--- src/rtl/rf_arb_pkg.sv ---
// Shared types and helpers for the register-file access arbiter.
package rf_arb_pkg;

    typedef enum logic [1:0] {
        IDLE    = 2'd0,
        ISSUE   = 2'd1,
        WAIT_RD = 2'd2
    } arb_state_e;

    localparam logic PORT_CMD = 1'b0;
    localparam logic PORT_DBG = 1'b1;

    // Smallest width able to count 0 .. value-1.
    function automatic int clog2(input int unsigned value);
        int res;
        res = 0;
        for (int i = 0; i < 31; i++) begin
            if ((32'd1 << i) < value) begin
                res = i + 1;
            end else begin
                res = res;
            end
        end
        return res;
    endfunction

endpackage

--- src/rtl/rr_arb2.sv ---
// Two-way round-robin picker: one-hot select of the requesting port, alternating on contention.
module rr_arb2 (
    input  logic       CLK,
    input  logic       RST,
    input  logic [1:0] req,
    input  logic       last_gnt,
    input  logic       update,
    output logic [1:0] sel
);
    import rf_arb_pkg::*;

    logic prio_r;

    // Port favoured on contention: the one not granted most recently.
    always_ff @(posedge CLK) begin
        if (!RST) begin
            prio_r <= PORT_CMD;
        end else if (update) begin
            prio_r <= ~last_gnt;
        end else begin
            prio_r <= prio_r;
        end
    end

    // One-hot selection from the current requests.
    always_comb begin
        sel = 2'b00;
        case (req)
            2'b01:   sel = 2'b01;
            2'b10:   sel = 2'b10;
            2'b11:   sel = (prio_r == PORT_DBG) ? 2'b10 : 2'b01;
            default: sel = 2'b00;
        endcase
    end

endmodule

--- src/rtl/rf_access_arbiter.sv ---
// Shares one register-file port between the command controller (port 0) and the
// config/debug master (port 1); one op outstanding, bounded read wait.
module rf_access_arbiter #(
    parameter int ADDR_WIDTH = 4,
    parameter int DATA_WIDTH = 8,
    parameter int RD_TIMEOUT = 16
) (
    input  logic                  CLK,
    input  logic                  RST,
    input  logic                  REQ0_VLD,
    input  logic                  REQ0_WR,
    input  logic [ADDR_WIDTH-1:0] REQ0_ADDR,
    input  logic [DATA_WIDTH-1:0] REQ0_WDATA,
    output logic                  REQ0_RDY,
    output logic [DATA_WIDTH-1:0] RSP0_DATA,
    output logic                  RSP0_VLD,
    input  logic                  REQ1_VLD,
    input  logic                  REQ1_WR,
    input  logic [ADDR_WIDTH-1:0] REQ1_ADDR,
    input  logic [DATA_WIDTH-1:0] REQ1_WDATA,
    output logic                  REQ1_RDY,
    output logic [DATA_WIDTH-1:0] RSP1_DATA,
    output logic                  RSP1_VLD,
    output logic [ADDR_WIDTH-1:0] RF_Address,
    output logic                  RF_WrEn,
    output logic                  RF_RdEn,
    output logic [DATA_WIDTH-1:0] RF_WrData,
    input  logic [DATA_WIDTH-1:0] RF_RdData,
    input  logic                  RF_RdData_VLD,
    output logic                  RD_TOUT
);
    import rf_arb_pkg::*;

    localparam int TMR_W = (clog2(RD_TIMEOUT) < 1) ? 1 : clog2(RD_TIMEOUT);
    localparam logic [TMR_W-1:0] TMR_LAST = TMR_W'(RD_TIMEOUT - 1);

    arb_state_e            state_r, state_s;
    logic                  owner_r, owner_s;
    logic                  wr_r, wr_s;
    logic [TMR_W-1:0]      tmr_r, tmr_s;
    logic [1:0]            req_s, sel_s;
    logic                  idle_s, accept_s, gnt_port_s;
    logic [ADDR_WIDTH-1:0] addr_s;
    logic [DATA_WIDTH-1:0] wdata_s, rsp0_data_s, rsp1_data_s, rd_val_s;
    logic                  wren_s, rden_s, tout_s;
    logic [1:0]            rsp_vld_s;

    assign req_s      = {REQ1_VLD, REQ0_VLD};
    assign idle_s     = (state_r == IDLE);
    assign gnt_port_s = sel_s[1];
    // Ready is held low while reset is applied so no op can slip in.
    assign REQ0_RDY   = RST & idle_s & sel_s[0];
    assign REQ1_RDY   = RST & idle_s & sel_s[1];
    assign accept_s   = REQ0_RDY | REQ1_RDY;

    rr_arb2 u_rr_arb2 (
        .CLK      (CLK),
        .RST      (RST),
        .req      (req_s),
        .last_gnt (gnt_port_s),
        .update   (accept_s),
        .sel      (sel_s)
    );

    // Next-state and next-output computation for the access FSM.
    always_comb begin
        state_s     = state_r;
        owner_s     = owner_r;
        wr_s        = wr_r;
        tmr_s       = tmr_r;
        addr_s      = RF_Address;
        wdata_s     = RF_WrData;
        wren_s      = 1'b0;
        rden_s      = 1'b0;
        rsp_vld_s   = 2'b00;
        rsp0_data_s = RSP0_DATA;
        rsp1_data_s = RSP1_DATA;
        tout_s      = 1'b0;
        rd_val_s    = {DATA_WIDTH{1'b0}};
        case (state_r)
            IDLE: begin
                if (accept_s) begin
                    owner_s = gnt_port_s;
                    if (gnt_port_s == PORT_DBG) begin
                        wr_s    = REQ1_WR;
                        addr_s  = REQ1_ADDR;
                        wdata_s = REQ1_WDATA;
                    end else begin
                        wr_s    = REQ0_WR;
                        addr_s  = REQ0_ADDR;
                        wdata_s = REQ0_WDATA;
                    end
                    wren_s  = wr_s;
                    rden_s  = ~wr_s;
                    state_s = ISSUE;
                end else begin
                    state_s = IDLE;
                end
            end
            ISSUE: begin
                tmr_s = {TMR_W{1'b0}};
                if (wr_r) begin
                    state_s = IDLE;
                end else begin
                    state_s = WAIT_RD;
                end
            end
            WAIT_RD: begin
                // Data in the final timer cycle still wins over the timeout.
                if (RF_RdData_VLD || (tmr_r == TMR_LAST)) begin
                    state_s = IDLE;
                    tout_s  = ~RF_RdData_VLD;
                    if (RF_RdData_VLD) begin
                        rd_val_s = RF_RdData;
                    end else begin
                        rd_val_s = {DATA_WIDTH{1'b0}};
                    end
                    if (owner_r == PORT_DBG) begin
                        rsp_vld_s   = 2'b10;
                        rsp1_data_s = rd_val_s;
                    end else begin
                        rsp_vld_s   = 2'b01;
                        rsp0_data_s = rd_val_s;
                    end
                end else begin
                    tmr_s = tmr_r + TMR_W'(1);
                end
            end
            default: begin
                state_s = IDLE;
            end
        endcase
    end

    // State and registered outputs, synchronous active-low reset.
    always_ff @(posedge CLK) begin
        if (!RST) begin
            state_r    <= IDLE;
            owner_r    <= PORT_CMD;
            wr_r       <= 1'b0;
            tmr_r      <= {TMR_W{1'b0}};
            RF_Address <= {ADDR_WIDTH{1'b0}};
            RF_WrData  <= {DATA_WIDTH{1'b0}};
            RF_WrEn    <= 1'b0;
            RF_RdEn    <= 1'b0;
            RSP0_VLD   <= 1'b0;
            RSP1_VLD   <= 1'b0;
            RSP0_DATA  <= {DATA_WIDTH{1'b0}};
            RSP1_DATA  <= {DATA_WIDTH{1'b0}};
            RD_TOUT    <= 1'b0;
        end else begin
            state_r    <= state_s;
            owner_r    <= owner_s;
            wr_r       <= wr_s;
            tmr_r      <= tmr_s;
            RF_Address <= addr_s;
            RF_WrData  <= wdata_s;
            RF_WrEn    <= wren_s;
            RF_RdEn    <= rden_s;
            RSP0_VLD   <= rsp_vld_s[0];
            RSP1_VLD   <= rsp_vld_s[1];
            RSP0_DATA  <= rsp0_data_s;
            RSP1_DATA  <= rsp1_data_s;
            RD_TOUT    <= tout_s;
        end
    end

endmodule

--- config.mk ---
export PLATFORM = sky130hd
export DESIGN_NAME = rf_access_arbiter
export DESIGN_NICKNAME = d
export VERILOG_FILES = /design/src/rtl/rf_arb_pkg.sv /design/src/rtl/rr_arb2.sv /design/src/rtl/rf_access_arbiter.sv
export SDC_FILE = /design/constraint.sdc
export NUM_CORES = 1
export LEC_CHECK = 0
export CAP_MARGIN = 20
export CORE_UTILIZATION = 42
export DETAILED_ROUTE_END_ITERATION = 8
export PLACE_DENSITY = 0.86
export SYNTH_ARGS = -nofsm -noshare
export SYNTH_HDL_FRONTEND = slang
export SYNTH_HIERARCHICAL = 1
export SYNTH_SLANG_ARGS = --single-unit
--- constraint.sdc ---
create_clock -name CLK -period 2.4 [get_ports CLK]
set_clock_uncertainty 0.2 [all_clocks]
set_input_delay 0.48 -clock CLK [delete_from_list [all_inputs] [get_ports CLK]]
set_output_delay 0.48 -clock CLK [all_outputs]
set_load 0.02 [all_outputs]
==> impl_table.tex <==
\begin{tabular}{lr}
\hline
Metric & Value \\
\hline
\multicolumn{2}{l}{\textbf{Worst setup path}} \\
Worst R2R Setup Slack & 470 ps \\
Worst setup path start & RST \\
Delay of the slowest cell on the worst path & 480 ps \\
Standard cell with the maximum stage delay on the critical path & clkdlybuf4s50\_1 \\
Critical path buffer and inverter count & 2 \\
Crit start category & primary input \\
Category of the worst setup path capture point & output pin \\
Type of the worst setup path & in2out \\
Top fanout value on the critical path & 3 \\
CP endpoint & REQ1\_RDY \\
Required arrival time at the worst endpoint & 1720 ps \\
Number of cell instances on the worst register-to-register path & 4 \\
Data arrival time of the worst path & 1540 ps \\
Delay-heaviest family, CP & buffers and inverters \\
Endpoint of the most critical register-to-register path & RSP0\_DATA[6] \\
Cell chain of the critical path & clkdlybuf4s50\_1 > nor3b\_4 > and2\_1 > clkbuf\_2 \\
Cell depth of the worst setup path & 4 \\
Startpoint of the worst-slack reg-to-reg timing path & tmr\_r[0] \\
\multicolumn{2}{l}{\textbf{Pwr}} \\
Switching power & 0.397 mW \\
Part of the power in the clock network & 33.3\% \\
Leakage power total & 1.02 nW \\
Power density over the cells & 595 nW/um2 \\
Total design power & 1.60 mW \\
Power share of the sequential group & 47.0\% \\
Switching power share of the total & 24.8\% \\
Internal portion of total power & 1.20 mW \\
Maximum ir drop on the vdd rail & 0.000515 V \\
Combinational power share & 19.7\% \\
\multicolumn{2}{l}{\textbf{Floorplanning}} \\
X dimension of the die & 67.8 um \\
CORE AREA & 4090 um2 \\
Vert. Die Dim & 67.8 um \\
Die area & 4590 um2 \\
Starting Density & 44.5\% \\
Num ports & 74 \\
Standard-cell rows & 23 \\
\multicolumn{2}{l}{\textbf{Routing}} \\
First DRT Iteration DRCs & 24 \\
Number of optimization iterations in the first detailed-route pass & 4 \\
Remaining antenna violation count & 0 \\
Post-detailed-route wirelength per cell & 13.1 um \\
DRC violation count after routing & 0 \\
Total via count after detailed routing & 1,589 \\
DRT Wirelength & 4020 um \\
Post-detailed-route via-to-cell ratio & 5.18 \\
\multicolumn{2}{l}{\textbf{Placement}} \\
Buffers on Ports & 73 \\
GPL Wtd Cong & 0.771 \\
Detailed placement HPWL & 2910 um \\
Dpl cell area & 2590 um2 \\
\multicolumn{2}{l}{\textbf{Clocking}} \\
TritonCTS clock tree & built \\
Worst skew pair latency & 290 ps \\
CTS H-tree depth & 2 \\
Number of buffers added by the clock tree synthesis step & 5 \\
Largest buffer count on any clock path & 2 \\
Clock tree sinks & 42 \\
Reg clk slew, reported paths & 80 ps \\
Root buf cell & clkbuf\_8 \\
\multicolumn{2}{l}{\textbf{Global routing}} \\
Most Crowded Layer GR & met2 \\
Pin count of the biggest net entering global routing & 29 \\
GR met2 Demand/Resource & 33.7\% \\
Number of antenna violations at the first check in global routing & 0 \\
GRT Overall Usage & 18.8\% \\
Met3 global-route usage & 6.25\% \\
Overflow left after global routing & 0 \\
Met1 usage in global routing & 20.7\% \\
Global-route wire length before repair & 6490 um \\
Via count of the first global-routing pass & 1,538 \\
\multicolumn{2}{l}{\textbf{STA}} \\
Final worst path period share & 92.6\% \\
Fin. max-slew vios & 0 \\
Fmax achieved & 450 MHz \\
Worst Max-Slew Pin Slew & 483 ps \\
Shortest period the worst path allows & 2220 ps \\
Worst-case headroom to the max-slew limit & 67.8\% \\
Hold Violations, Final & 0 \\
Final setup viols & 0 \\
Setup repair after global routing missed its margin & no \\
\multicolumn{2}{l}{\textbf{Status}} \\
Run status & finished clean \\
\multicolumn{2}{l}{\textbf{Flow run}} \\
Count of maximum capacitance violations & 0 \\
\multicolumn{2}{l}{\textbf{Synth}} \\
Async SR Flop Fraction & 0\% \\
Count of cell types in the netlist & 40 \\
Portion of the post-synthesis area used by sequential elements & 46.3\% \\
Per-instance average area after synthesis & 10.0 um2 \\
Net count after synthesis & 221 \\
Flip-flop and latch count after synthesis & 42 \\
Number of cells produced by synthesis & 181 \\
Number of flops mapped to enable cells by yosys & 0 \\
Netlist area before placement & 1820 um2 \\
Most frequently used flop master after synthesis & dfxtp\_1 \\
Count of synthesis-stage warnings from yosys & 6 \\
\multicolumn{2}{l}{\textbf{Finish}} \\
Fraction of final layout cells sized beyond drive strength 1 & 10.1\% \\
Number of nets at the end of the flow & 296 \\
Highest-count cells in the layout ignoring fill and taps & 71 x clkdlybuf4s50\_1, 42 x dfxtp\_1, 29 x mux2i\_1, 18 x nand2\_1, 17 x a21oi\_1 \\
Total non-filler cell area in the finished layout & 2690 um2 \\
Most common cell after layout, fill and taps aside & clkdlybuf4s50\_1 \\
Number of diodes & 0 \\
Synth-to-layout area growth & 48.2\% \\
\multicolumn{2}{l}{\textbf{Hold path}} \\
Worst Hold Class & reg2reg \\
\hline
\end{tabular}
[layout make-up]
cell class,count,area [um2]
Multi-Input combinational cell,122,881
Fill cell,326,1390
Clock buffer,5,68.8
Tap cell,50,62.6
Timing Repair Buffer,82,788
Sequential cell,42,841
Clock inverter,3,40.0
Inverter,3,11.3
[worst min path at each step]
stage | start | endpoint | slack, ps | cells after the start
finish | owner_r | RSP0_VLD | 250 | 1
global route | RSP1_DATA[3] | RSP1_DATA[3] | 280 | 2
CTS | owner_r | RSP0_VLD | 260 | 1
detailed placement | owner_r | RSP0_VLD | 230 | 1
global placement | owner_r | RSP0_VLD | 240 | 1
floorplan | owner_r | RSP0_VLD | 220 | 1
[cells by family after synthesis]
| logic type | after synthesis | synth area share, % |
|---|---|---|
| muxes | 29 | 16.0 |
| buffers and inverters | 17 | 5.44 |
| DFF | 42 | 46.3 |
| adders and majority gates | 1 | 0.689 |
| and+or+nand+nor | 53 | 16.7 |
| AOI/OAI and AO/OA | 39 | 14.9 |
[flip-flops by register name, indices dropped and copies added (netlist names), 2 cells and up]
| register | flops |
|---|---|
| tmr_r | 4 |
| RSP1_DATA | 8 |
| RF_Address | 4 |
| state_r | 2 |
| RSP0_DATA | 8 |
| RF_WrData | 8 |
[synth_stat cells (2+ instances only)]
cell type  instances  area (um2)
a211oi_1          12        90.1
a21oi_1           17        85.1
nand2_1           18        67.6
nor3_1             2        10.0
nand3_1           11        55.1
o311ai_0           3        26.3
nor4_1             3        18.8
inv_1              3        11.3
dfxtp_1           42         841
buf_2              3        15.0
buf_6              3        33.8
and2_1             3        18.8
buf_4              2        15.0
mux2i_1           29         290
clkbuf_1           5        18.8
[power groups by stage]
stage	Sequential (mW)	Combinational (mW)	Clock, mW
floorplan	0.798	0.143	0
global placement	0.768	0.314	0
detailed placement	0.768	0.318	0
CTS	0.752	0.318	0.542
global route	0.758	0.342	0.573
finish	0.753	0.315	0.533
[through the flow]
step	hold slack [ps]	setup TNS (ps)	worst slack [ps]	std cells	util (%)
finish	254	0	177	307	65.9
global route	279	0	112	307	65.9
CTS	259	0	16.1	307	66.1
detailed placement	233	-591	-277	299	63.5
global placement	240	-484	-278	299	63.5
floorplan	218	0	364	181	-
[metal layers]
| metal | share of wire, % | vias to the layer above |
|---|---|---|
| met4 | 1.1 | 0 |
| met5 | 0 | - |
| met2 | 49 | 59 |
| met3 | 7.5 | 4 |
| li1 | - | 805 |
| met1 | 42 | 721 |
[what timing repair did]
action / in CTS / in global routing
setup endpoints to repair: 2 / 2
buffers inserted: 0 / 0
hold buffers: 0 / 0
pin swaps: 0 / 0
hold endpoints to repair: 0 / 0
gates resized for setup: 3 / 4
Power figures use the tool's default switching activity.
